`src/rtl/ef_i2s_pkg.sv`:
```
// ef_i2s_pkg: shared state type, slot constants and sample alignment for the EF I2S blocks.
package ef_i2s_pkg;

    typedef enum logic [1:0] {IDLE, START, RUN} state_t;

    localparam int SLOT_BITS = 32;
    localparam int CH_LEFT   = 1;
    localparam int CH_RIGHT  = 0;
    localparam logic [4:0] LOAD_SLOT_I2S = 5'd1;
    localparam logic [4:0] LOAD_SLOT_LJ  = 5'd0;

    // Keep the low n bits of a right-aligned sample and move them to the MSB end.
    function automatic logic [SLOT_BITS-1:0] msb_align(logic [31:0] d, logic [5:0] n);
        logic [5:0]  k;
        logic [63:0] m;
        k = (n > 6'd32) ? 6'd32 : n;
        m = ({32'd0, d} & ((64'd1 << k) - 64'd1)) << (7'd32 - {1'b0, k});
        return m[SLOT_BITS-1:0];
    endfunction

endpackage

```
`src/rtl/ef_i2s_tx_if.sv`:
```
// ef_i2s_tx_if: valid/ready sample stream feeding the I2S transmitter.
interface ef_i2s_tx_if #(parameter int DW = 32);
    logic [DW-1:0] tx_data;
    logic          tx_valid;
    logic          tx_ready;
    modport master (output tx_data, output tx_valid, input tx_ready);
    modport slave (input tx_data, input tx_valid, output tx_ready);
endinterface

```
`src/rtl/ef_i2s_clkgen.sv`:
```
// ef_i2s_clkgen: SCK/WS generator with bit counter and SCK falling-edge strobe.
module ef_i2s_clkgen
    import ef_i2s_pkg::*;
(
    input  logic       clk,
    input  logic       rst_n,
    input  logic       run,
    input  logic [7:0] sck_prescaler,
    output logic       sck,
    output logic       ws,
    output logic       fall,
    output logic [4:0] bit_ctr
);

    logic [7:0] presc;
    logic       tick;

    assign tick = run & (presc == 8'd0);
    assign fall = tick & sck;

    always_ff @(posedge clk) begin
        if (!rst_n || !run) begin
            presc   <= 8'd0;
            sck     <= 1'b0;
            ws      <= 1'b1;
            bit_ctr <= 5'd0;
        end else begin
            presc <= (presc == 8'd0) ? sck_prescaler : presc - 8'd1;
            if (tick)
                sck <= ~sck;
            if (fall) begin
                bit_ctr <= bit_ctr + 5'd1;
                if (bit_ctr == 5'(SLOT_BITS - 1))
                    ws <= ~ws;
            end
        end
    end

endmodule

```
`src/rtl/ef_i2s_tx.sv`:
```
// ef_i2s_tx: I2S/left-justified master transmitter with channel masking and sticky underrun.
// Optional I2S_TX_MONO_EN adds a mono port that replays the left word in the right slot.
module ef_i2s_tx
    import ef_i2s_pkg::*;
#(
    parameter int DW = 32
) (
    input  logic       clk,
    input  logic       rst_n,
    input  logic       en,
    input  logic [7:0] sck_prescaler,
    input  logic       left_justified,
    input  logic [5:0] sample_size,
    input  logic [1:0] channels,
`ifdef I2S_TX_MONO_EN
    input  logic       mono,
`endif
    ef_i2s_tx_if.slave tx,
    input  logic       underrun_clr,
    output logic       underrun,
    output logic       sck,
    output logic       ws,
    output logic       sdo
);

    state_t      state, state_nx;
    logic        run, fall, slot_end, ws_nx, load, clr0, ch_en, replay, have, ready;
    logic [4:0]  bit_ctr, bit_nx;
    logic [DW-1:0] data;
    logic [31:0] d32, src, sr, load_val;
`ifdef I2S_TX_MONO_EN
    logic [31:0] hold;
`endif

    assign data        = tx.tx_data;
    assign d32         = 32'(data);
    assign run         = en & (state != IDLE);
    assign tx.tx_ready = ready;
    assign sdo         = sr[31];

    ef_i2s_clkgen u_clkgen (
        .clk           (clk),
        .rst_n         (rst_n),
        .run           (run),
        .sck_prescaler (sck_prescaler),
        .sck           (sck),
        .ws            (ws),
        .fall          (fall),
        .bit_ctr       (bit_ctr)
    );

    always_ff @(posedge clk)
        state <= !rst_n ? IDLE : state_nx;

    // ws_nx names the slot being loaded: in left-justified mode the load shares the ws toggle fall.
    always_comb begin
        slot_end = fall & (bit_ctr == 5'(SLOT_BITS - 1));
        state_nx = !en ? IDLE : (state == IDLE) ? START : (state == START && slot_end) ? RUN : state;
        bit_nx   = bit_ctr + 5'd1;
        ws_nx    = ws ^ slot_end;
        load     = fall & (bit_nx == (left_justified ? LOAD_SLOT_LJ : LOAD_SLOT_I2S));
        clr0     = fall & ~left_justified & (bit_nx == 5'd0);
        ch_en    = ws_nx ? channels[CH_RIGHT] : channels[CH_LEFT];
`ifdef I2S_TX_MONO_EN
        replay   = mono & ws_nx;
        src      = replay ? hold : d32;
`else
        replay   = 1'b0;
        src      = d32;
`endif
        have     = replay | tx.tx_valid;
        ready    = (state == RUN) & load & ch_en & ~replay;
        load_val = ((state == RUN) & ch_en & have) ? msb_align(src, sample_size) : 32'd0;
    end

    always_ff @(posedge clk) begin
        if (!rst_n || !run) begin
            sr       <= 32'd0;
            underrun <= 1'b0;
        end else begin
            sr       <= load ? load_val : clr0 ? 32'd0 : fall ? {sr[30:0], 1'b0} : sr;
            underrun <= underrun_clr ? 1'b0 : underrun | (ready & ~tx.tx_valid);
        end
    end

`ifdef I2S_TX_MONO_EN
    always_ff @(posedge clk) begin
        if (!rst_n)
            hold <= 32'd0;
        else if (ready & ~ws_nx)
            hold <= tx.tx_valid ? d32 : 32'd0;
    end
`endif

endmodule

```
`src/flat_wrapper.sv`:
```
// flat-port wrapper written by rule: the top's interface ports become plain ports
module ef_i2s_tx_flat import ef_i2s_pkg::*;
#(
    parameter int DW = 32
)
  (clk, rst_n, en, sck_prescaler, left_justified, sample_size, channels, underrun_clr, underrun, sck, ws, sdo, tx_tx_data, tx_tx_valid, tx_tx_ready);
  ef_i2s_tx_if #(.DW(DW)) tx_i ();
  input  logic clk;
  input  logic rst_n;
  input  logic en;
  input  logic [7:0] sck_prescaler;
  input  logic left_justified;
  input  logic [5:0] sample_size;
  input  logic [1:0] channels;
  input  logic underrun_clr;
  output logic underrun;
  output logic sck;
  output logic ws;
  output logic sdo;
  input wire logic [$bits(tx_i.tx_data)-1:0] tx_tx_data;
  input wire logic [$bits(tx_i.tx_valid)-1:0] tx_tx_valid;
  output wire logic [$bits(tx_i.tx_ready)-1:0] tx_tx_ready;
  assign tx_i.tx_data = tx_tx_data;
  assign tx_i.tx_valid = tx_tx_valid;
  assign tx_tx_ready = tx_i.tx_ready;
  ef_i2s_tx #(.DW(DW)) u_core (.clk(clk), .rst_n(rst_n), .en(en), .sck_prescaler(sck_prescaler), .left_justified(left_justified), .sample_size(sample_size), .channels(channels), .tx(tx_i), .underrun_clr(underrun_clr), .underrun(underrun), .sck(sck), .ws(ws), .sdo(sdo));
endmodule
```
`config.mk`:
```
export PLATFORM = sky130hd
export DESIGN_NAME = ef_i2s_tx_flat
export DESIGN_NICKNAME = d
export VERILOG_FILES = /design/src/rtl/ef_i2s_pkg.sv /design/src/rtl/ef_i2s_tx_if.sv /design/src/rtl/ef_i2s_clkgen.sv /design/src/rtl/ef_i2s_tx.sv /design/src/flat_wrapper.sv
export SDC_FILE = /design/constraint.sdc
export NUM_CORES = 1
export LEC_CHECK = 0
export ABC_AREA = 1
export BUFFER_PORTS_ARGS = -buffer_cell sky130_fd_sc_hd__buf_4
export CORE_ASPECT_RATIO = 1.75
export CORE_UTILIZATION = 50
export DETAILED_ROUTE_END_ITERATION = 8
export PLACE_DENSITY = 0.69
export SETUP_SLACK_MARGIN = 0.4
export SYNTH_ARGS = -nofsm -noshare
export SYNTH_HDL_FRONTEND = slang
export SYNTH_SLANG_ARGS = --single-unit
```
`constraint.sdc`:
```
create_clock -name clk -period 8.3 [get_ports clk]
set_input_delay 1.66 -clock clk [delete_from_list [all_inputs] [get_ports clk]]
set_output_delay 1.66 -clock clk [all_outputs]
set_load 0.01 [all_outputs]
```
# Yosys cells after proc, flatten, opt, wreduce, memory -nomap -nowiden
# Cells that the tools add are included.
# classes
add_sub_neg	4
magnitude_cmp	1
eq_ne	4
shift	2
muxes	10
n_bitwise	21
reduce_logical	14
# ops
cell	n
two-way mux 32 bit	4
AND 32 x 64 -> 64 bit	1
left shift 1 x 6 -> 64 bit (first input constant)	1
left shift 64 x 7 -> 32 bit	1
subtractor 64 x 1 -> 64 bit (second input constant)	1
AND 1 bit	12
zero test 8 bit	1
two-way mux 8 bit	1
subtractor 8 x 1 -> 8 bit (second input constant)	1
subtractor 6 x 6 -> 7 bit (first input constant)	1
> comparator 6 bit (second input constant)	1
two-way mux 6 bit	1
inverter 1 bit	6
adder 5 x 1 -> 5 bit (second input constant)	1
equality test 5 bit	1
equality test 5 bit (second input constant)	1
zero test 5 bit	1
two-way mux 1 bit	4
AND reduction 2 bit	2
nonzero test 2 bit	2
nonzero test 3 bit	1
OR reduction 3 bit	1
equality test 2 x 1 -> 1 bit (second input constant)	1
equality test 2 bit (second input constant)	1
7 further kinds	8
# totals
register_bits	50
in_bits	54
out_inout_bits	5
word_cells	64

# Depth between registers and ports, before layout
# logic_depth
word_depth	11
depth_mapped	30
depth_no_buf	29

# Modules after synthesis
# A second synthesis with hierarchy kept.
# unflattened
cells_unflattened	1155
hier_area_um2	6117.1
# modules_own_cells
module	instances	cells_per_inst	area_per_inst_um2	seq_area_each_um2
ef_i2s_tx	1	1032	5276.3	700.7
ef_i2s_clkgen	1	123	840.8	300.3

# Worst setup path before layout
# No wires, ideal clock.
# synth_path
path_type	in2reg
start	input port sample_size[2]
end	register u_core.sr[22]
setup_ns	0.070
t_arrival_ns	4.713
path_slack_ns	3.517
stages	23
path_cell_list	buf_2 -> nor2_2 -> nand3_2 -> nand2_2 -> nand2_1 -> inv_1 -> buf_2 -> buf_2 -> ha_1 -> clkbuf_1 -> nand4_2 -> ha_1 -> xnor2_1 -> o211ai_1 -> o21ai_0 -> nand2_1 -> o21ai_0 -> nand2_1 -> nand2_1 -> nand2_1 -> a21oi_1 -> nand2_1 -> a21oi_1
# synth_between
elab_chain_cells	8
elab_cells_between_ends	9
classes_between	2 x add/sub; 1 x order compare; 2 x shift; 3 x mux; 1 x bitwise
# synth_lines
element	line_no	text
start: declaration	flat_wrapper.sv:13	input logic [5:0] sample_size;
> comparator 6 bit	ef_i2s_pkg.sv:16	k = (n > 6'd32) ? 6'd32 : n;
two-way mux 6 bit *	ef_i2s_pkg.sv:16	
left shift 1 x 6 -> 64 bit	ef_i2s_pkg.sv:17	m = ({32'd0, d} & ((64'd1 << k) - 64'd1)) << (7'd32 - {1'b0, k});
subtractor 64 x 1 -> 64 bit	ef_i2s_pkg.sv:17	
AND 32 x 64 -> 64 bit	ef_i2s_pkg.sv:17	
left shift 64 x 7 -> 32 bit *	ef_i2s_pkg.sv:17	
two-way mux 32 bit *	ef_i2s_tx.sv:73	load_val = ((state == RUN) & ch_en & have) ? msb_align(src, sample_size) : 32'd0;
two-way mux 32 bit *	ef_i2s_tx.sv:81	sr <= load ? load_val : clr0 ? 32'd0 : fall ? {sr[30:0], 1'b0} : sr;
end signal: assignment	ef_i2s_tx.sv:81	
end: declaration	ef_i2s_tx.sv:30	logic [31:0] d32, src, sr, load_val;
# Mark *: on every way between the ends. The rest lies on a longest branch, timed or not.
# A chain may end at the register's enable or synchronous reset.

# Worst setup path after layout
# layout_path
start	input port sample_size[3]
end	register u_core.sr[28]
# The elaborated chain is that of the path after synthesis.

==> run_results.csv <==
group,metric,value,unit
finish,syn2layout_area_growth,9.08,%
clock_tree,ctsResizeCount,0,
yosys,synth-seq-cells,50,
pwr,p_total,0.826,mW
yosys,synth-edff-count,0,
floorplanning,die_h,147,um
yosys,ys_types,41,
pwr,leakage,3.50,nW
grt,grt_start_max_net_pins,42,
floorplanning,start_util,0.517,
detailed_routing,post_drt_wl_per_cell,16.9,um
finish,final_cells,1270,
floorplanning,dieArea,12500,sq um
timing,slew_headroom,0.300,
run_status,violations,"DRC",
yosys,synth_warnings,0,
timing,tns,0,ns
detailed_routing,antenna_left,0,
clock_tree,clockBufferDepth,2,
finish,utilization,0.564,
place,numPlacedInstances,1262,
floorplanning,rows,52,
floorplanning,die_w,84.9,um
min_path,hold_path.class,"reg2reg",
yosys,yosys.area.top_type_share,0.200,
detailed_routing,via_count,7505,
finish,n_antenna_cell,0,
clock_tree,htreeDepth,2,
clock_tree,cts_root_buffer,"clkbuf_16",
clock_tree,postCtsSetupRepairBufs,0,
setup_path,crit_path_end_kind,"register",
finish,final_common_cell,"nand2_1",
clock_tree,tritoncts,"built",
clock_tree,cts_num_sinks,50,
setup_path,startpoint_type,"primary input",
yosys,synth_flop_cell,"dfxtp_1",
place,dp_worst_setup_slack,2.22,ns
detailed_routing,drcViolationCount,5,
grt,grt_pass1_wl,34.4,mm
finish,final_cell_mix,"nand2_1 (290), nand3_1 (241), inv_1 (122)",
yosys,syn-cell-area,6020,sq um
detailed_routing,routed_via_density,5.91,
timing,hold_slack,0.444,ns
place,finalWeightedCongestion,0.993,
grt,grt_use_total,0.349,
floorplanning,io_pins,59,
place,placed_cell_area,6400,sq um
setup_path,crit_type,"in2reg",
grt,grt_pass1_vias,7063,
clock_tree,numCtsBuffers,5,
timing,fin_crit,5.89,ns
yosys,yosysTopAreaCell,"nand3_1",
setup_path,critPathMaxFanout,35,
grt,antenna_found_initial,0,
clock_tree,clkSlewWorstSetupHoldPaths,0.07,ns
timing,fin_ws,2.41,ns
clock_tree,hold_buffers,0,
yosys,syn_avg_cell_area,5.36,sq um
detailed_routing,drt-initial-drc-count,509,
clock_tree,insertion_delay,0.30,ns
setup_path,arrival,6.11,ns
yosys,syn_inst,1122,
yosys,synth_fp_nets,1187,
place,port_buffers,58,
setup_path,cp.required,8.52,ns
finish,design_area,6570,sq um
job,cap_viol_max_count,0,
grt,grt-ovfl-total,0,
pwr,vdd_drop_max,0.0000708,V
timing,hold_viol_final,0,
run_status,outcome,"complete, but fails checks",
timing,rsz0062_at_grt,"no",
pwr,power_density,126,nW/um^2
timing,tightest_slew,1.05,ns
timing,slew_viol_final,0,
timing,finalSetupViolCount,0,
detailed_routing,drt-total-wl,21.5,mm
yosys,ys_top_cells_by_area,"nand3_1 (20%), nand2_1 (18%), dfxtp_1 (17%)",
finish,n_fill_cell,1315,
floorplanning,core_area,11600,sq um
timing,fin_crit_sh,0.710,
yosys,synth_seq_area_share,0.166,
timing,fmax,170,MHz
yosys,async_reset_ff_frac,0,
finish,nets,1199,
detailed_routing,firstDrtPassIters,8,
finish,drive_gt1_frac,0.0987,
timing,finClkSkew,0.00730,ns
place,place_hpwl,17.2,mm
layer usage:
metal,share of wire,up-vias,routed length [um],GRT usage
li1,-,3746,-,-
met1,0.36,3391,7700,0.343
met2,0.54,277,11500,0.674
met3,0.033,91,702,0.0197
met4,0.073,0,1560,0.247
met5,0,-,0,0
worst paths after layout:
| path | from | end | slack, ns | depth (start not counted) |
|---|---|---|---|---|
| min reg2reg | u_core.u_clkgen.presc[0] | u_core.u_clkgen.presc[0] | 0.44 | 1 |
| min | u_core.u_clkgen.presc[0] | u_core.u_clkgen.presc[0] | 0.44 | 1 |
| max | sample_size[3] | u_core.sr[28] | 2.41 | 25 |
| max reg2reg | u_core.u_clkgen.presc[0] | u_core.sr[3] | 5.16 | 15 |
Yosys cell counts (all sizes together), types with 2 or more instances:
cell type  number
xor2            4
clkbuf         34
buf            26
nor2          128
inv           130
a21oi          46
ha             11
xnor2           3
or2             3
o21bai          3
o211ai          3
nor4            3
nand4          40
nand3         246
nand2         294
dfxtp          50
nand3b          2
o21ai          54
nor3           14
a31oi          15
o2111ai         7
flip-flops by register name, summed over array words and instances (netlist names):
register / count
u_core.sr: 32
u_core.u_clkgen.presc: 8
u_core.u_clkgen.bit_ctr: 5
u_core.state: 2
u_core.u_clkgen.sck: 1
u_core.u_clkgen.ws: 1
u_core.underrun: 1
area by class of cell:
type / count / area (sq um) / area share
Clock buffer: 5 / 125 / 0.0191
Clock inverter: 3 / 40.0 / 0.00610
Inverter: 130 / 488 / 0.0743
Multi-Input combinational cell: 882 / 4260 / 0.648
Sequential cell: 50 / 1000 / 0.152
Tap cell: 135 / 169 / 0.0257
Timing Repair Buffer: 65 / 488 / 0.0743
worst max-delay path, cell delays in order:
cell and delay (ns):
buf_4 0.14, inv_2 0.13, nand3_2 0.13, nand2_2 0.09, nand2_1 0.07, buf_4 0.33, inv_1 0.55, ha_1 0.58
nand4_1 0.16, inv_1 0.06, nand2_1 0.19, nand2_1 0.16, nor2_1 0.31, nand3_1 0.17, nor2_2 0.25, nand2_1 0.08
nand2_1 0.09, nand3_1 0.08, nand3_1 0.11, nand3_1 0.12, nand3_1 0.13, nand2_1 0.13, a21oi_1 0.19, nand2_1 0.07
a21oi_1 0.14
power breakdown:
group	total (mW)	switching [mW]	internal, mW
logic	0.350	0.239	0.110
registers	0.242	0.00110	0.241
clock network	0.234	0.0928	0.141
total	0.826	0.333	0.493
cells by family (layout without fill, tap and decap cells):
family,Yosys count,after routing,share of synthesized area
adder cells (fa/ha/maj),11,11,0.0229
AND/OR/NAND/NOR,732,732,0.551
AO/OA/AOI/OAI,132,132,0.122
XOR/XNOR,7,7,0.0102
buffers and inverters,190,203,0.128
flip-flops,50,50,0.166
(Power assumes the default switching activity.)
